[config.mk]
export PLATFORM = sky130hd
export DESIGN_NAME = score_display
export DESIGN_NICKNAME = d
export VERILOG_FILES = /design/src/rtl/score_display.sv
export SDC_FILE = /design/constraint.sdc
export NUM_CORES = 1
export LEC_CHECK = 0
export BUFFER_PORTS_ARGS = -buffer_cell sky130_fd_sc_hd__buf_4
export CAP_MARGIN = 15
export CORE_UTILIZATION = 40
export DETAILED_ROUTE_END_ITERATION = 12
export SYNTH_ARGS = -nofsm -noshare
export SYNTH_HDL_FRONTEND = slang
export SYNTH_SLANG_ARGS = --single-unit
[constraint.sdc]
create_clock -name clk -period 3 [get_ports clk]
set_clock_uncertainty 0.15 [all_clocks]
set_input_delay 0.6 -clock clk [delete_from_list [all_inputs] [get_ports clk]]
set_output_delay 0.6 -clock clk [all_outputs]
set_load 0.02 [all_outputs]
[src/rtl/score_display.sv]
// Four-digit multiplexed seven-segment score display with per-frame snapshot,
// leading-zero blanking, level decimal point and game-over blinking.
module score_display #(
  parameter int unsigned REFRESH_DIV  = 100000,
  parameter int unsigned BLINK_FRAMES = 25
) (
  input  logic       clk,
  input  logic       rst,
  input  logic [3:0] score3,
  input  logic [3:0] score2,
  input  logic [3:0] score1,
  input  logic [3:0] score0,
  input  logic       alive,
  input  logic [1:0] level,
  output logic [3:0] an,
  output logic [6:0] seg,
  output logic       dp
);

  localparam int unsigned DW = $clog2(REFRESH_DIV);
  localparam logic [DW-1:0] DIV_LAST = DW'(REFRESH_DIV - 1);
  localparam logic [7:0]    FRM_LAST = 8'(BLINK_FRAMES - 1);

  logic [DW-1:0]     div_q, div_d;
  logic [1:0]        idx_q, idx_d;
  logic [3:0][3:0]   snap_q, snap_d;
  logic [7:0]        frm_q, frm_d;
  logic              hide_q, hide_d;
  logic [3:0]        an_q, an_d;
  logic [6:0]        seg_q, seg_d;
  logic              dp_q, dp_d;

  logic              slot_end, wrap, enabled, lz;
  logic [3:0]        digit;

  function automatic logic [6:0] seg7(input logic [3:0] v);
    case (v)
      4'd0:    seg7 = 7'b1000000;
      4'd1:    seg7 = 7'b1111001;
      4'd2:    seg7 = 7'b0100100;
      4'd3:    seg7 = 7'b0110000;
      4'd4:    seg7 = 7'b0011001;
      4'd5:    seg7 = 7'b0010010;
      4'd6:    seg7 = 7'b0000010;
      4'd7:    seg7 = 7'b1111000;
      4'd8:    seg7 = 7'b0000000;
      4'd9:    seg7 = 7'b0010000;
      default: seg7 = 7'b0111111;
    endcase
  endfunction

  always_comb begin
    slot_end = (div_q == DIV_LAST);
    wrap     = slot_end && (idx_q == 2'd3);
    div_d    = slot_end ? '0 : div_q + 1'b1;
    idx_d    = slot_end ? idx_q + 2'd1 : idx_q;
    // Snapshot only at frame boundaries so one frame never mixes two scores.
    snap_d   = wrap ? {score3, score2, score1, score0} : snap_q;

    frm_d  = frm_q;
    hide_d = hide_q;
    if (alive) begin
      frm_d  = '0;
      hide_d = 1'b0;
    end else if (wrap) begin
      if (frm_q == FRM_LAST) begin
        frm_d  = '0;
        hide_d = ~hide_q;
      end else begin
        frm_d = frm_q + 8'd1;
      end
    end

    digit = snap_q[idx_q];
    case (idx_q)
      2'd3:    lz = (snap_q[3] == 4'd0);
      2'd2:    lz = (snap_q[3] == 4'd0) && (snap_q[2] == 4'd0);
      2'd1:    lz = (snap_q[3] == 4'd0) && (snap_q[2] == 4'd0) && (snap_q[1] == 4'd0);
      default: lz = 1'b0;
    endcase

    // First cycle of each slot is dark to avoid ghosting between digits.
    enabled = (div_q != '0) && !hide_q;
    an_d    = enabled ? ~(4'b0001 << idx_q) : 4'b1111;
    seg_d   = (!enabled || lz) ? 7'b1111111 : seg7(digit);
    dp_d    = !(enabled && (idx_q == 2'd0) && (level != 2'd0));
  end

  always_ff @(posedge clk) begin
    if (!rst) begin
      div_q  <= '0;
      idx_q  <= '0;
      snap_q <= '0;
      frm_q  <= '0;
      hide_q <= 1'b0;
      an_q   <= 4'b1111;
      seg_q  <= 7'b1111111;
      dp_q   <= 1'b1;
    end else begin
      div_q  <= div_d;
      idx_q  <= idx_d;
      snap_q <= snap_d;
      frm_q  <= frm_d;
      hide_q <= hide_d;
      an_q   <= an_d;
      seg_q  <= seg_d;
      dp_q   <= dp_d;
    end
  end

  assign an  = an_q;
  assign seg = seg_q;
  assign dp  = dp_q;

endmodule

==> metrics.cfg, run 1 <==
[outcome]
outcome = completed

[clock_network]
clkTransAtPathRegs_ns = 0.10
htreeDepth = 2
cts_tree = yes
clockBufferDepth = 2
cts_sinks = 56
ctsHoldBuffers = 0
cts_buffers = 5
cts.root.buffer_cell = clkbuf_8
cts_resized = 0
cts_setup_buffers = 0
clk_latency_ns = 0.30

[final_layout]
final_cell_mix = nand2_1 (57), dfxtp_1 (56), buf_4 (33), nor2_1 (21), a21boi_0 (16)
fillerInstances = 615
drive_gt1_frac = 0.146
nNetsFinal = 362
diodes = 0
design_area_um2 = 3020
final_common_cell = nand2_1
synthToLayoutAreaGrowth_pct = 16.4

[global_routing]
grt_pass1_vias = 1859
grt_pass1_wl_mm = 8.65
grt_overflow_total = 0
grt_max_degree = 26
antenna_found_initial = 0
track_usage = 0.167

[pwr]
sw_frac_of_total = 0.208
vdd_drop_max_uv = 349
net-switching-power_uw = 287
combPwrFrac = 0.061
p_total_mw = 1.38
clkPwrFrac = 0.387
powerDensity_nw_per_um2 = 457
leakagePower_nw = 1.12
internal_power_mw = 1.09
seqPwrFrac = 0.553

[synthesis]
ys_seq_area_frac = 0.432
yosysTopAreaCell = dfxtp_1
avgSynthCellArea_um2 = 8.69
syn-num-nets = 334
synth_area_um2 = 2600
syn_inst = 299
yosysWarnings = 0
synth_top_area_frac = 0.432
synth_area_leaders = dfxtp_1 (43%), nand2_1 (8.2%), ha_1 (6.7%)
synth_cell_types = 36
synth_seq_cells = 56

[critical_path]
worstReg2RegStart = idx_q[0]
reg2reg_depth = 5
rrSetupSlack_ns = 0.45
setup.worst_path.start = idx_q[0]
r2r_end = frm_q[5]
worst_setup_path_start_kind = flip-flop
critPathKind = reg -> reg
required_ns = 3.09
worstSetupEndpoint = frm_q[5]
crit_path_top_delay_cell = or4_4
cp.arrival_ns = 2.64
cpPeakStageDelay_ns = 0.68
path_cells = ha_1 > inv_1 > or4_4 > or4_1 > a21oi_1
path_max_fanout = 22
end_kind = flip-flop

[routing]
drtIter0Drc = 107
vias = 2054
drt_wl_total_mm = 5.10
detail_route.vias_per_cell = 5.10
detail_route.drc_violations = 0
drt-pass1-iter-count = 4
drt-wirelength-per-cell_um = 12.6
ant_nets = 0

[sta]
tns_ns = 0
rsz0062_at_grt = false
relSlewSlack = 0.625
min_period_over_period = 0.851
setup_viol = 0
fmax_mhz = 392
worst_slew_pin_slew_ns = 0.556
period_needed_ns = 2.55
slew_viol_final = 0
hold_viol_final = 0

[place]
post-dp-hpwl_mm = 3.76
portBuffers = 32
dpl_cell_area_um2 = 2900
place.gp.congestion = 0.765

[floorplanning]
die_w_um = 82.6
ios = 33
core-area_um2 = 6100
die_area_um2 = 6820
die_h_um = 82.6
start_util = 0.426
rows = 28

[run]
drv_cap = 0

[min_path]
worstHoldPathType = reg -> reg

-- sequential cells by signal (all words and copies together) (netlist names) --
register / flops
dp: 1
idx_q: 2
hide_q: 1
div_q: 17
snap_q: 16
an: 4
frm_q: 8
seg: 7
-- worst max-delay path: cells and delay by family, from the launching register on --
kind	cells	cell delay [ns]
buf+inv	1	0.06
fa+ha+maj	1	0.34
compound gates	1	0.15
simple gates	2	1.22
flops	1	0.56
-- cells in the mapped netlist --
cell	n
nor2_1	21
xnor2_1	9
mux2i_1	3
clkbuf_1	10
o211a_1	1
nand4_1	7
mux4_2	4
xor2_1	7
a31oi_1	1
a21o_1	2
a21oi_1	10
a211oi_1	1
or3_1	2
nor2b_1	2
or4_1	4
nand2_1	57
a21boi_0	16
and2_1	6
buf_2	2
or3b_2	1
dfxtp_1	56
nand2b_1	1
and3_1	4
ha_1	14
nand3b_1	1
o31ai_1	2
nor3_1	5
and4_1	2
nand3_1	12
or4_4	1
nand4b_1	1
o211ai_1	3
o31a_1	1
o21ai_0	9
nor4_1	6
inv_1	15
-- kinds of logic after synthesis --
kind of cell / after synthesis / share of synthesized area
multiplexers: 7 / 0.0462
AND/OR/NAND/NOR: 133 / 0.245
AO/OA/AOI/OAI: 46 / 0.116
buffers and inverters: 27 / 0.0400
XOR/XNOR: 16 / 0.0540
adder cells (fa/ha/maj): 14 / 0.0674
flip-flops: 56 / 0.432
-- power groups by stage --
stage | Clock [mW] | Combinational [mW] | Sequential (mW)
global placement | 0 | 0.0851 | 0.781
global route | 0.572 | 0.0938 | 0.766
finish | 0.534 | 0.0836 | 0.764
detailed placement | 0 | 0.0849 | 0.781
CTS | 0.546 | 0.0849 | 0.764
floorplan | 0 | 0.0271 | 0.795
-- how the worst min path moves through the flow --
stage	from	endpoint	slack [ns]	cells after the start
2_1_floorplan	div_q[0]	div_q[0]	0.29	1
3_3_place_gp	hide_q	hide_q	0.30	2
3_5_place_dp	snap_q[3]	snap_q[3]	0.31	2
4_1_cts	snap_q[3]	snap_q[3]	0.32	2
5_1_grt	level[0]	dp	0.33	2
6_report	snap_q[3]	snap_q[3]	0.31	2
-- through the flow --
step           utilization  hold WS (ns)  std cells  worst slack [ns]
5_1_grt              0.496         0.330        403             0.309
4_1_cts              0.496         0.319        403             0.424
6_report             0.496         0.314        403             0.448
3_3_place_gp         0.475         0.298        395             0.530
3_5_place_dp         0.475         0.305        395             0.426
2_1_floorplan            -         0.288        299             0.824
-- final cells by class --
class                           instances  area [µm²]  share of cell area
Clock buffer                            7        96.3              0.0319
Clock inverter                          1        30.0             0.00993
Inverter                               15        56.3              0.0186
Multi-Input combinational cell        216        1380               0.456
Sequential cell                        56        1120               0.371
Tap cell                               75        93.8              0.0310
Timing Repair Buffer                   33         248              0.0819
-- routing by layer --
layer / global-route usage / routed length (µm)
met5: 0 / 0
met4: 0.0517 / 53
met3: 0.0341 / 164
met2: 0.264 / 2250
met1: 0.228 / 2630
Power figures use the tool's default switching activity.
==> run 2, diff against run 1 <==
--- a/config.mk
+++ b/config.mk
@@ -7,8 +7,12 @@
 export LEC_CHECK = 0
 export BUFFER_PORTS_ARGS = -buffer_cell sky130_fd_sc_hd__buf_4
 export CAP_MARGIN = 15
-export CORE_UTILIZATION = 40
+export CELL_PAD_IN_SITES_DETAIL_PLACEMENT = 2
+export CELL_PAD_IN_SITES_GLOBAL_PLACEMENT = 2
+export CORE_ASPECT_RATIO = 1.4
+export CORE_UTILIZATION = 35
 export DETAILED_ROUTE_END_ITERATION = 12
+export PLACE_DENSITY_LB_ADDON = 0.1
 export SYNTH_ARGS = -nofsm -noshare
 export SYNTH_HDL_FRONTEND = slang
 export SYNTH_SLANG_ARGS = --single-unit
==> metrics.cfg, run 2 (synthesis gave the netlist of run 1 again) <==
[outcome]
outcome = completed  ; unchanged

[global_routing]
grt-busiest-layer = met2  ; unchanged
grt_max_degree = 26  ; unchanged
grt_overflow_total = 0  ; unchanged
use_met3 = 0.0242  ; was 0.0341
antenna_found_initial = 0  ; unchanged
grt_pass1_vias = 2327  ; was 1859
grt_util_met2 = 0.325  ; was 0.264
grt_pass1_wl_mm = 10.8  ; was 8.65 mm
track_usage = 0.179  ; was 0.167
use_met1 = 0.213  ; was 0.228

[clock_network]
cts_tree = yes  ; unchanged
ctsHoldBuffers = 0  ; unchanged
clk_latency_ns = 0.30  ; about the same
htreeDepth = 2  ; unchanged
cts_resized = 0  ; unchanged
clkTransAtPathRegs_ns = 0.10  ; about the same
cts.root.buffer_cell = clkbuf_8  ; unchanged
cts_sinks = 56  ; unchanged
cts_setup_buffers = 0  ; unchanged
cts_buffers = 5  ; unchanged
clockBufferDepth = 2  ; unchanged

[final_layout]
nNetsFinal = 362  ; unchanged
drive_gt1_frac = 0.141  ; was 0.146
final_cell_mix = nand2_1 (57), dfxtp_1 (56), buf_4 (33), nor2_1 (21), a21boi_0 (16)  ; unchanged
synthToLayoutAreaGrowth_pct = 15.5  ; was 16.4%
diodes = 0  ; unchanged
largestRegisters = div_q x17, snap_q x16, frm_q x8  ; unchanged
top_register = div_q  ; unchanged
largest_register_ffs = 17  ; unchanged
final_common_cell = nand2_1  ; unchanged
fin_util = 0.424  ; was 0.496

[critical_path]
reg2reg_depth = 5  ; unchanged
r2r_end = frm_q[5]  ; unchanged
worstReg2RegStart = idx_q[0]  ; unchanged
end_kind = flip-flop  ; unchanged
rrSetupSlack_ns = 0.45  ; about the same
worst_setup_path_start_kind = flip-flop  ; unchanged
critPathKind = reg -> reg  ; unchanged
required_ns = 3.08  ; was 3.09 ns
cp.arrival_ns = 2.63  ; was 2.64 ns
path_max_fanout = 22  ; unchanged

[floorplanning]
die_w_um = 74.8  ; was 82.6 µm
die_area_um2 = 7770  ; was 6820 µm²
start_util = 0.367  ; was 0.426
ios = 33  ; unchanged
rows = 36  ; was 28
core-area_um2 = 7070  ; was 6100 µm²
die_h_um = 104  ; was 82.6 µm

[sta]
rsz0062_at_grt = false  ; unchanged
relSlewSlack = 0.586  ; was 0.625
period_needed_ns = 2.55  ; about the same
worst_slew_pin_slew_ns = 0.615  ; was 0.556 ns
min_period_over_period = 0.850  ; was 0.851
slew_viol_final = 0  ; unchanged
hold_viol_final = 0  ; unchanged
fmax_mhz = 392  ; about the same
tns_ns = 0  ; unchanged
setup_viol = 0  ; unchanged

[routing]
detail_route.drc_violations = 0  ; unchanged
drt-pass1-iter-count = 3  ; was 4
ant_nets = 0  ; unchanged
detail_route.vias_per_cell = 5.10  ; about the same
drt-wirelength-per-cell_um = 15.0  ; was 12.6 µm
drtIter0Drc = 47  ; was 107
vias = 2152  ; was 2054
drt_wl_total_mm = 6.35  ; was 5.10 mm

[min_path]
worstHoldPathType = reg -> reg  ; unchanged
hold-path-endpoint = hide_q  ; was snap_q[3]
hold_depth = 2  ; unchanged
min-delay-start = hide_q  ; was snap_q[3]

[pwr]
sw_frac_of_total = 0.231  ; was 0.208
combPwrFrac = 0.070  ; was 0.061
internal_power_uw = 960  ; was 1.09 mW
vdd_drop_max_uv = 168  ; was 349 µV
leakagePower_nw = 1.10  ; was 1.12 nW
clkPwrFrac = 0.318  ; was 0.387
seqPwrFrac = 0.612  ; was 0.553
powerDensity_nw_per_um2 = 416  ; was 457 nW/µm²
net-switching-power_uw = 288  ; was 287 µW

[run]
drv_cap = 0  ; unchanged

[place]
place.gp.congestion = 0.760  ; was 0.765
post-dp-hpwl_mm = 4.81  ; was 3.76 mm
portBuffers = 32  ; unchanged

run 2: changes by cell type in the layout (fill, tap and decap cells not counted), sizes merged:
cell	delta
clkinv	+1
clkbuf	-1
bufinv	-1
run 2: per-stage QoR:
step	worst slack (ns)	cells	hold slack (ns)	cell area (µm²)	total power [mW]
after floorplan	0.824	299	0.288	2600	0.822
after global placement	0.520	415	0.297	2920	0.867
after detailed placement	0.432	415	0.312	2920	0.870
after CTS	0.423	422	0.326	3000	1.27
after global routing	0.295	422	0.341	3000	1.30
final	0.449	422	0.324	3000	1.25
run 2: per-layer routing:
| layer | up-vias | routed length [µm] | share of wire |
|---|---|---|---|
| li1 | 1070 | - | - |
| met1 | 1049 | 2760 | 0.43 |
| met2 | 26 | 3380 | 0.53 |
| met3 | 7 | 135 | 0.021 |
| met4 | 0 | 76 | 0.012 |
| met5 | - | 0 | 0 |
run 2: worst max-delay path by stage:
stage / startpoint / endpoint / slack, ns / cells past startpoint
5_1_grt: idx_q[0] / frm_q[5] / 0.30 / 5
3_5_place_dp: idx_q[0] / frm_q[5] / 0.43 / 5
2_1_floorplan: div_q[0] / frm_q[5] / 0.82 / 7
6_report: idx_q[0] / frm_q[5] / 0.45 / 5
3_3_place_gp: idx_q[0] / frm_q[5] / 0.52 / 5
4_1_cts: idx_q[0] / frm_q[5] / 0.42 / 5
run 2: power by group through the flow:
stage	clock, mW	sequential, mW	combinational, mW
3_5_place_dp	0	0.781	0.0890
6_report	0.397	0.764	0.0871
3_3_place_gp	0	0.780	0.0867
5_1_grt	0.440	0.766	0.0952
2_1_floorplan	0	0.795	0.0271
4_1_cts	0.417	0.764	0.0892
run 2: critical path, cell delays in order, from the launching register on:
cell and delay [ns]:
dfxtp_1 0.57, ha_1 0.34, inv_1 0.06, or4_4 0.68, or4_1 0.54, a21oi_1 0.14
run 2: layout make-up:
cell class | instances | area, µm²
Clock buffer | 6 | 72.6
Inverter | 15 | 56.3
Tap cell | 95 | 119
Clock inverter | 1 | 5.00
Sequential cell | 56 | 1120
Multi-Input combinational cell | 216 | 1380
Fill cell | 812 | 4070
Timing Repair Buffer | 33 | 248
==> run 3, diff against run 2 <==
--- a/config.mk
+++ b/config.mk
@@ -10,7 +10,8 @@
 export CELL_PAD_IN_SITES_DETAIL_PLACEMENT = 2
 export CELL_PAD_IN_SITES_GLOBAL_PLACEMENT = 2
 export CORE_ASPECT_RATIO = 1.4
-export CORE_UTILIZATION = 35
+export CORE_UTILIZATION = 36
+export CTS_BUF_LIST = sky130_fd_sc_hd__clkbuf_2
 export DETAILED_ROUTE_END_ITERATION = 12
 export PLACE_DENSITY_LB_ADDON = 0.1
 export SYNTH_ARGS = -nofsm -noshare
==> metrics.cfg, run 3 (synthesis gave the netlist of run 1 again) <==
[min_path]
min-delay-start = level[0]  ; was hide_q
worstHoldPathType = in -> reg  ; was reg -> reg
hold-path-endpoint = dp  ; was hide_q
hold_depth = 2  ; unchanged

[sta]
worst_slew_pin_slew_ns = 0.602  ; was 0.615 ns
fin_ws_ns = 0.387  ; was 0.449 ns
rsz0062_at_grt = false  ; unchanged
period_needed_ns = 2.61  ; was 2.55 ns
tns_ns = 0  ; unchanged
setup_viol = 0  ; unchanged
hold_viol_final = 0  ; unchanged
fmax_mhz = 383  ; was 392 MHz
slew_viol_final = 0  ; unchanged
relSlewSlack = 0.594  ; was 0.586
min_period_over_period = 0.871  ; was 0.850

[run]
drv_cap = 0  ; unchanged

[clock_network]
ctsHoldBuffers = 0  ; unchanged
cts_sinks = 56  ; unchanged
clockBufferDepth = 2  ; unchanged
cts_buffers = 5  ; unchanged
clkTransAtPathRegs_ns = 0.28  ; was 0.10 ns
cts.root.buffer_cell = clkbuf_2  ; was clkbuf_8
cts_resized = 0  ; unchanged
cts_tree = yes  ; unchanged
clk_latency_ns = 0.45  ; was 0.30 ns
cts_setup_buffers = 0  ; unchanged
htreeDepth = 2  ; unchanged

[global_routing]
grt_pass1_vias = 2283  ; was 2327
track_usage = 0.188  ; was 0.179
grt_overflow_total = 0  ; unchanged
grt_pass1_wl_mm = 10.8  ; about the same
antenna_found_initial = 0  ; unchanged
grt_max_degree = 26  ; unchanged

[floorplanning]
start_util = 0.372  ; was 0.367
die_w_um = 73.8  ; was 74.8 µm
rows = 36  ; unchanged
core-area_um2 = 6980  ; was 7070 µm²
die_h_um = 103  ; was 104 µm
ios = 33  ; unchanged
die_area_um2 = 7560  ; was 7770 µm²

[final_layout]
drive_gt1_frac = 0.143  ; was 0.141
synthToLayoutAreaGrowth_pct = 14.1  ; was 15.5%
top_register = div_q  ; unchanged
diodes = 0  ; unchanged
nNetsFinal = 362  ; unchanged
largestRegisters = div_q x17, snap_q x16, frm_q x8  ; unchanged
largest_register_ffs = 17  ; unchanged
final_cell_mix = nand2_1 (57), dfxtp_1 (56), buf_4 (33), nor2_1 (21), a21boi_0 (16)  ; unchanged
final_common_cell = nand2_1  ; unchanged

[critical_path]
reg2reg_depth = 5  ; unchanged
cp.arrival_ns = 2.86  ; was 2.63 ns
rrSetupSlack_ns = 0.39  ; was 0.45 ns
worst_setup_path_start_kind = flip-flop  ; unchanged
required_ns = 3.25  ; was 3.08 ns
end_kind = flip-flop  ; unchanged
r2r_end = frm_q[5]  ; unchanged
critPathKind = reg -> reg  ; unchanged
path_max_fanout = 22  ; unchanged
worstReg2RegStart = idx_q[0]  ; unchanged

[routing]
vias = 2183  ; was 2152
detail_route.drc_violations = 0  ; unchanged
ant_nets = 0  ; unchanged
drt_wl_total_mm = 6.41  ; was 6.35 mm
drt-wirelength-per-cell_um = 15.1  ; was 15.0 µm
drt-pass1-iter-count = 4  ; was 3
drtIter0Drc = 73  ; was 47
detail_route.vias_per_cell = 5.16  ; was 5.10

[place]
place.gp.congestion = 0.752  ; was 0.760
place_ws_ns = 0.418  ; was 0.432 ns
post-dp-hpwl_mm = 4.89  ; was 4.81 mm
portBuffers = 32  ; unchanged

[pwr]
powerDensity_nw_per_um2 = 389  ; was 416 nW/µm²
vdd_drop_max_uv = 144  ; was 168 µV
leakagePower_nw = 1.09  ; was 1.10 nW
p_total_mw = 1.15  ; was 1.25 mW

[outcome]
outcome = completed  ; unchanged

-- run 3: changes by cell type in the layout (fill, tap and decap cells not counted) --
| cell | delta |
|---|---|
| clkbuf_2 | +6 |
| clkinv_1 | +1 |
| clkbuf_1 | -1 |
| clkinvlp_4 | +1 |
| clkinv_2 | -1 |
| clkbuf_8 | -5 |
-- run 3: final cells by class --
type | instances | area [µm²]
clock inverter | 2 | 11.3
fill | 803 | 4020
sequential | 56 | 1120
timing repair buffer | 33 | 248
multi-input combinational | 216 | 1380
inverter | 15 | 56.3
clock buffer | 6 | 30.0
tap | 95 | 119
-- run 3: worst max path at each step --
stage,startpoint,end,slack [ns]
floorplan,div_q[0],frm_q[5],0.82
global placement,idx_q[0],frm_q[5],0.52
detailed placement,idx_q[0],frm_q[5],0.42
CTS,idx_q[0],frm_q[5],0.38
global route,idx_q[0],frm_q[5],0.12
finish,idx_q[0],frm_q[5],0.39
-- run 3: critical path, stage by stage, from the launching register on --
cell	delay, ns
dfxtp_1	0.62
ha_1	0.34
inv_1	0.06
or4_4	0.68
or4_1	0.55
a21oi_1	0.16
-- run 3: power by group --
part	total, mW	internal [mW]	switching, mW
clock network	0.296	0.0579	0.239
registers	0.768	0.761	0.00642
logic	0.0873	0.0429	0.0444
-- run 3: per-stage QoR --
stage	cell area, µm²	utilization	cells	hold slack, ns
detailed placement	2920	0.419	415	0.316
floorplan	2600	-	299	0.288
CTS	2960	0.425	423	0.121
finish	2960	0.425	423	0.149
global route	2960	0.425	423	0.108
global placement	2920	0.419	415	0.296
-- run 3: metal layers --
layer  routed length [µm]  global-route usage  part of all wire  up-vias
li1                     -                   -                 -     1077
met1                 2650               0.206              0.41     1075
met3                  128              0.0264             0.020        9
met4                   92              0.0577             0.014        0
met5                    0                   0                 0        -
met2                 3540               0.363              0.55       22
